===== config.mk =====
export PLATFORM = sky130hd
export DESIGN_NAME = csr_access_ctrl
export DESIGN_NICKNAME = d
export VERILOG_FILES = /design/src/rtl/csr_access_ctrl.sv
export SDC_FILE = /design/constraint.sdc
export NUM_CORES = 1
export LEC_CHECK = 0
export ABC_AREA = 1
export BUFFER_PORTS_ARGS = -buffer_cell sky130_fd_sc_hd__buf_2
export CELL_PAD_IN_SITES_DETAIL_PLACEMENT = 2
export CELL_PAD_IN_SITES_GLOBAL_PLACEMENT = 2
export CORE_MARGIN = 2
export CORE_UTILIZATION = 26
export DETAILED_ROUTE_END_ITERATION = 10
export PLACE_DENSITY_LB_ADDON = 0.05
export SYNTH_ARGS = -nofsm -noshare
export SYNTH_HDL_FRONTEND = slang
export SYNTH_SLANG_ARGS = --single-unit

===== constraint.sdc =====
create_clock -name clk -period 3.2 [get_ports clk]
set_clock_uncertainty 0.1 [all_clocks]
set_input_delay 0.64 -clock clk [delete_from_list [all_inputs] [get_ports clk]]
set_output_delay 0.64 -clock clk [all_outputs]
set_load 0.05 [all_outputs]

===== src/rtl/csr_access_ctrl.sv =====
// rtl/csr_access_ctrl.sv - Zicsr read-modify-write controller in front of the csr register file
// Four-cycle IDLE/READ/WRITE/RESP sequence; illegal accesses go straight to RESP with no side effects.
module csr_access_ctrl #(
   parameter int XLEN     = 32,
   parameter int CSR_AW   = 12,
   parameter int RO_CHECK = 1
) (
   input  logic              clk,
   input  logic              rst,
   input  logic              instr_valid,
   output logic              instr_ready,
   input  logic [31:0]       instr,
   input  logic [XLEN-1:0]   rs1_val,
   output logic [CSR_AW-1:0] csr_addr,
   input  logic [XLEN-1:0]   csr_rdata,
   output logic              csr_we,
   output logic [XLEN-1:0]   csr_wd,
   output logic              res_valid,
   input  logic              res_ready,
   output logic [4:0]        res_rd,
   output logic              res_rd_we,
   output logic [XLEN-1:0]   res_data,
   output logic              res_illegal
);

   typedef enum logic [1:0] {
      S_IDLE  = 2'd0,
      S_READ  = 2'd1,
      S_WRITE = 2'd2,
      S_RESP  = 2'd3
   } state_t;

   state_t              state_q, state_d;
   logic [CSR_AW-1:0]   addr_q, addr_d;
   logic [4:0]          rd_q, rd_d;
   logic [1:0]          op_q, op_d;
   logic [XLEN-1:0]     src_q, src_d;
   logic                wneed_q, wneed_d;
   logic                ill_q, ill_d;
   logic [XLEN-1:0]     old_q, old_d;

   logic [2:0]          dec_funct3;
   logic [4:0]          dec_rs1;
   logic [CSR_AW-1:0]   dec_addr;
   logic                dec_fmt_ok;
   logic                dec_wneed;
   logic                dec_ro_hit;
   logic                dec_legal;
   logic [XLEN-1:0]     dec_src;

   always_comb begin
      dec_funct3 = instr[14:12];
      dec_rs1    = instr[19:15];
      dec_addr   = instr[31:32-CSR_AW];
      dec_fmt_ok = (instr[6:0] == 7'b1110011) &&
                   (dec_funct3 != 3'b000) && (dec_funct3 != 3'b100);
      // funct3[1:0]==01 is CSRRW/CSRRWI, which always writes; set/clear with x0/uimm 0 only read
      dec_wneed  = (dec_funct3[1:0] == 2'b01) || (dec_rs1 != 5'd0);
      dec_ro_hit = (RO_CHECK != 0) && dec_wneed &&
                   (dec_addr[CSR_AW-1:CSR_AW-2] == 2'b11);
      dec_legal  = dec_fmt_ok && !dec_ro_hit;
      dec_src    = dec_funct3[2] ? {{(XLEN-5){1'b0}}, dec_rs1} : rs1_val;
   end

   always_comb begin
      state_d     = state_q;
      addr_d      = addr_q;
      rd_d        = rd_q;
      op_d        = op_q;
      src_d       = src_q;
      wneed_d     = wneed_q;
      ill_d       = ill_q;
      old_d       = old_q;
      instr_ready = 1'b0;
      csr_we      = 1'b0;
      csr_wd      = '0;
      res_valid   = 1'b0;
      res_rd_we   = 1'b0;
      res_illegal = 1'b0;

      case (state_q)
         S_IDLE: begin
            instr_ready = 1'b1;
            if (instr_valid) begin
               rd_d = instr[11:7];
               if (dec_legal) begin
                  addr_d  = dec_addr;
                  op_d    = dec_funct3[1:0];
                  src_d   = dec_src;
                  wneed_d = dec_wneed;
                  ill_d   = 1'b0;
                  state_d = S_READ;
               end else begin
                  ill_d   = 1'b1;
                  old_d   = '0;
                  state_d = S_RESP;
               end
            end
         end
         S_READ: begin
            old_d   = csr_rdata;
            state_d = S_WRITE;
         end
         S_WRITE: begin
            csr_we = wneed_q;
            if (wneed_q) begin
               case (op_q)
                  2'b01:   csr_wd = src_q;
                  2'b10:   csr_wd = old_q | src_q;
                  2'b11:   csr_wd = old_q & ~src_q;
                  default: csr_wd = '0;
               endcase
            end
            state_d = S_RESP;
         end
         S_RESP: begin
            res_valid   = 1'b1;
            res_rd_we   = (rd_q != 5'd0) && !ill_q;
            res_illegal = ill_q;
            if (res_ready) begin
               state_d = S_IDLE;
            end
         end
         default: state_d = S_IDLE;
      endcase
   end

   assign csr_addr = addr_q;
   assign res_rd   = rd_q;
   assign res_data = old_q;

   always_ff @(posedge clk) begin
      if (rst) begin
         state_q <= S_IDLE;
         addr_q  <= '0;
         rd_q    <= '0;
         op_q    <= '0;
         src_q   <= '0;
         wneed_q <= 1'b0;
         ill_q   <= 1'b0;
         old_q   <= '0;
      end else begin
         state_q <= state_d;
         addr_q  <= addr_d;
         rd_q    <= rd_d;
         op_q    <= op_d;
         src_q   <= src_d;
         wneed_q <= wneed_d;
         ill_q   <= ill_d;
         old_q   <= old_d;
      end
   end

endmodule


Word level (Yosys, flattened, before mapping)
Cells that the tools add are included.
{"block": "totals", "register_bits": 87, "output_inout_bits": 86, "wordCells": 58, "inputBits": 100}
{"block": "op_classes", "n_reduce_logical": 17, "bitwise": 3, "n_eq_ne": 13, "mux": 17}
{"operator": "32-bit 2-to-1 mux", "count": 5}
{"operator": "32-bit one-hot mux with 3 select lines", "count": 1}
{"operator": "32-bit one-hot mux with 2 select lines", "count": 1}
{"operator": "32-bit AND", "count": 1}
{"operator": "32-bit NOT", "count": 1}
{"operator": "32-bit OR", "count": 1}
{"operator": "2-bit == test (second input constant)", "count": 5}
{"operator": "5-bit nonzero test", "count": 2}
{"operator": "2-bit one-hot mux with 4 select lines", "count": 1}
{"operator": "7-bit == test (second input constant)", "count": 1}
{"operator": "2-bit by 1-bit == test with 1-bit output (second input constant)", "count": 3}
{"operator": "1-bit 2-to-1 mux", "count": 6}
{"operator": "2-bit 2-to-1 mux", "count": 3}
{"operator": "2-bit != test (second input constant)", "count": 3}
{"operator": "3-bit AND reduction", "count": 2}
{"operator": "1-bit logical AND", "count": 5}
{"operator": "2-bit AND reduction", "count": 2}
{"operator": "3-bit != test (second input constant)", "count": 1}
{"operator": "3-bit nonzero test", "count": 1}
{"operator": "1-bit zero test", "count": 2}
{"operator": "2-bit zero test", "count": 1}
{"operator": "2-bit nonzero test", "count": 1}
{"operator": "1-bit logical OR", "count": 1}

Depth between registers and ports, before layout
{"block": "depth", "ltp_word": 8, "ltp_mapped": 10, "ltp_nobuf": 9}

Least setup slack after synthesis
No wires, ideal clock.
{"block": "synth_path", "kind": "flip-flop to output port", "from": "register op_q[1]", "to": "output csr_wd[10]", "arrival_ps": 2056, "n_path_buf": 1, "t_required_ps": 2460, "path_slack_ps": 404, "stages_incl_launch_ff": 6, "cell_sequence": "dfxtp_1 > inv_1 > nand2_1 > nand2_1 > buf_2 > a211oi_1"}
{"block": "synth_between", "elab_chain_cells": 4, "elab_cells_between_ends": 6, "classes_between": "eq/ne: 3; mux: 3"}
{"element": "from (decl)", "line_no": "36", "source": "logic [1:0] op_q, op_d;"}
{"element": "from (signal assigned)", "line_no": "146", "source": "op_q <= op_d;"}
{"element": "2-bit == test or 2-bit by 1-bit == test with 1-bit output (tied branches)", "line_no": "107", "source": "case (op_q)"}
{"element": "32-bit one-hot mux with 3 select lines (*)", "line_no": "107"}
{"element": "32-bit 2-to-1 mux (*)", "line_no": "106", "source": "if (wneed_q) begin"}
{"element": "32-bit 2-to-1 mux (*)", "line_no": "81", "source": "case (state_q)"}
{"element": "to (decl)", "line_no": "17", "source": "output logic [XLEN-1:0] csr_wd,"}
Mark *: on every way between the ends. The rest lies on a longest branch, timed or not.

Worst setup path in the final report
{"block": "layout_path", "from": "register op_q[1]", "to": "output csr_wd[0]"}
Same word-level chain as after synthesis.

==> metrics.txt <==
Min-Delay Startpoint=csr_addr[0]$_SDFFE_PP0P_; Fillers=2055; Hold Crit Class=flop to flop; row cnt=47; Bufs and invs on worst path=2; status=finished clean; WHS Endpoint=csr_addr[0]$_SDFFE_PP0P_; first-pass GRT wire length=between 20000 and 30000 µm; GP Congestion=between 0.7 and 0.8; Syn Inst Count=680; final WL=roughly 17000 µm; full die area=18190 µm²; reg2reg setup slack=930 ps; H-tree Lvls=3; Yosys Warn Count=0; All-Layer GR Usage=19.20%; Final min period=2855 ps; synthesized area=4453 µm²; Power, Total=4.899 mW; die height=between 100 and 150 µm; initial antenna violation count=0; non-filler cells, final=1065; worst slew pin tran=650.6 ps; asr flop ratio synth=0%; worst path cell trace=inv_1, nand2_1, nand2_2, a211oi_1, buf_2; most common cell in the netlist=nand2_1; setup_tns=0 ps; Layout Utilization=a little over a third; GR Layer Usage met2=approximately a third; Sink Count=87; IO Count=186; Synth area leader=dfxtp_1; Pleak=3.068 nW; nets=944; port bufs=185; Initial Util=26.76%; fmax=350.2 MHz; Post-synth top cells=nand2_1 (159), inv_1 (94), nand3_1 (89), dfxtp_1 (87), a21oi_1 (74); Max-Cap Viols=0; number of synthesized flops with an enable pin=0; maximum clock path buffer count=2; Crit Path Max Fanout=19; hold path depth=2; worst flop-to-flop path endpoint=csr_addr[5]$_SDFFE_PP0P_; Max-slew headroom=56.57%; top_reg_cell synth=dfxtp_1; CTS root buf=clkbuf_16; CTS clk-pin slew, worst paths=60 ps; TritonCTS clock tree=yes; hold slack=366.0 ps; sequential area share after synthesis=39.11%; drt pass-1 iters=4; Setup-failing EPs final=0; clock latency on the worst-skew pair=between 300 and 400 ps; IR drop worst, VDD=0.6109 mV; die width=134.9 µm; remaining global-route overflow=0; average wire per standard cell=roughly 16 µm; vias per std cell=4.775; DRC marker count from the first detailed-route iteration=between 150 and 200; GR Util met1=22.96%; TritonCTS buffer count=9; slowest CP cell=dfxtp_1; max incr delay on CP=370 ps; reg2reg start=state_q[1]$_SDFFE_PP0P_; placed cell count=between 1000 and 1500; met3 Use GR=around 3.3%; RSZ-0062 raised after global routing=no; type of origin of the critical path=flop; Synth-to-Final Area Change=32.03%; max-slew violation count=0; antenna-violating nets left=0; Synth top area share=39.11%; number of cells on the worst reg-to-reg path=9; busiest grt layer=met2; Crit path required time=2460 ps; vias in the first global route=5454; Synth area leaders=dfxtp_1 (39%), nand2_1 (13%), nand3_1 (10%); Vias=about 5100; detailed placement HPWL=13100 µm; Mean Syn Cell Area=6.549 µm²; kind of critical path=flop to output pin; largest net degree at the start of global routing=58; syn_nets=a little under 800; share of layout cells above drive strength 1=26.30%; DRC=0; core area=16640 µm²; Seq cells post-synth=87; CP top delay family=buffers and inverters; CP endpoint kind=output pin; crit path DAT=2120 ps; final hold violations=0; count of distinct cell types in the synthesized netlist=26; fin crit share=approximately nine tenths; pwr/cell area=833.3 nW/µm²
registers in the layout, summed over array words and instances (netlist names):
signal and cells:
csr_addr 12, ill_q 1, op_q 2, res_data 32, res_rd 5, src_q 32
state_q 2, wneed_q 1
tightest hold or removal path, stage by stage (launching register included):
cell	delay (ps)
dfxtp_1	310
nand2_1	60
a21oi_1	50
routing by layer:
metal	routed length, µm	up-vias	part of all wire, %
li1	-	2512	-
met1	7518	2440	43
met2	8878	113	51
met3	688	20	4.0
met4	267	0	1.5
met5	0	-	0
logic make-up after synthesis:
kind of cell | after synthesis | share of synthesized area (%)
and+or+nand+nor | 302 | 28.41
AOI/OAI and AO/OA | 143 | 18.12
DFF | 87 | 39.11
adders and majority gates | 4 | 1.124
buffers and inverters | 144 | 13.23
layout by cell type (no fill, tap or decap), drive strengths merged, types with 2 or more instances in the layout:
master / netlist / routed
a21oi: 74 / 74
bufinv: 0 / 2
clkbuf: 26 / 12
dfxtp: 87 / 87
nand2: 160 / 160
o21ai: 34 / 34
nor3: 3 / 3
nor2: 49 / 49
o31ai: 12 / 12
nand3: 90 / 90
ha: 4 / 4
a211oi: 20 / 20
buf: 22 / 197
inv: 96 / 96
metrics by stage:
| step | setup slack [ps] | instance area (µm²) |
|---|---|---|
| after floorplan | 404.3 | 4453 |
| after global placement | 669.1 | 5543 |
| after detailed placement | 425.6 | 5543 |
| after CTS | 30.43 | 5874 |
| after global routing | 173.4 | 5877 |
| final | 344.8 | 5879 |
how the worst max path moves through the flow:
stage	startpoint	end	depth (start not counted)
floorplan	op_q[1]$_SDFFE_PP0P_	csr_wd[10]	5
global placement	op_q[1]$_SDFFE_PP0P_	csr_wd[8]	5
detailed placement	op_q[1]$_SDFFE_PP0P_	csr_wd[10]	5
CTS	op_q[1]$_SDFFE_PP0P_	csr_wd[10]	5
global route	state_q[0]$_SDFFE_PP0P_	csr_wd[16]	6
finish	op_q[1]$_SDFFE_PP0P_	csr_wd[0]	5
where the power goes:
group / switching, mW / leakage [nW] / internal [mW] / total, mW
combinational: 1.65 / 2.20 / 0.582 / 2.23
clock: 0.438 / 0.165 / 0.743 / 1.18
sequential: 0.181 / 0.708 / 1.31 / 1.49
final cells by class:
type                       count  area [µm²]  area share (%)
inverter                      96       360.3           6.129
multi-input combinational    449        2127           36.18
timing repair buffer         197        1041           17.71
clock inverter                 3       65.06           1.107
sequential                    87        1742           29.62
antenna                        1       2.502         0.04256
tap                          220       275.3           4.682
clock buffer                  12       266.5           4.533
what timing repair did:
item,4_1_cts,5_1_grt
setup buffers,0,0
hold buffers,0,0
setup endpoints to repair,0,8
gates resized for setup,0,1
No activity file was read; power rests on OpenSTA's default activity.
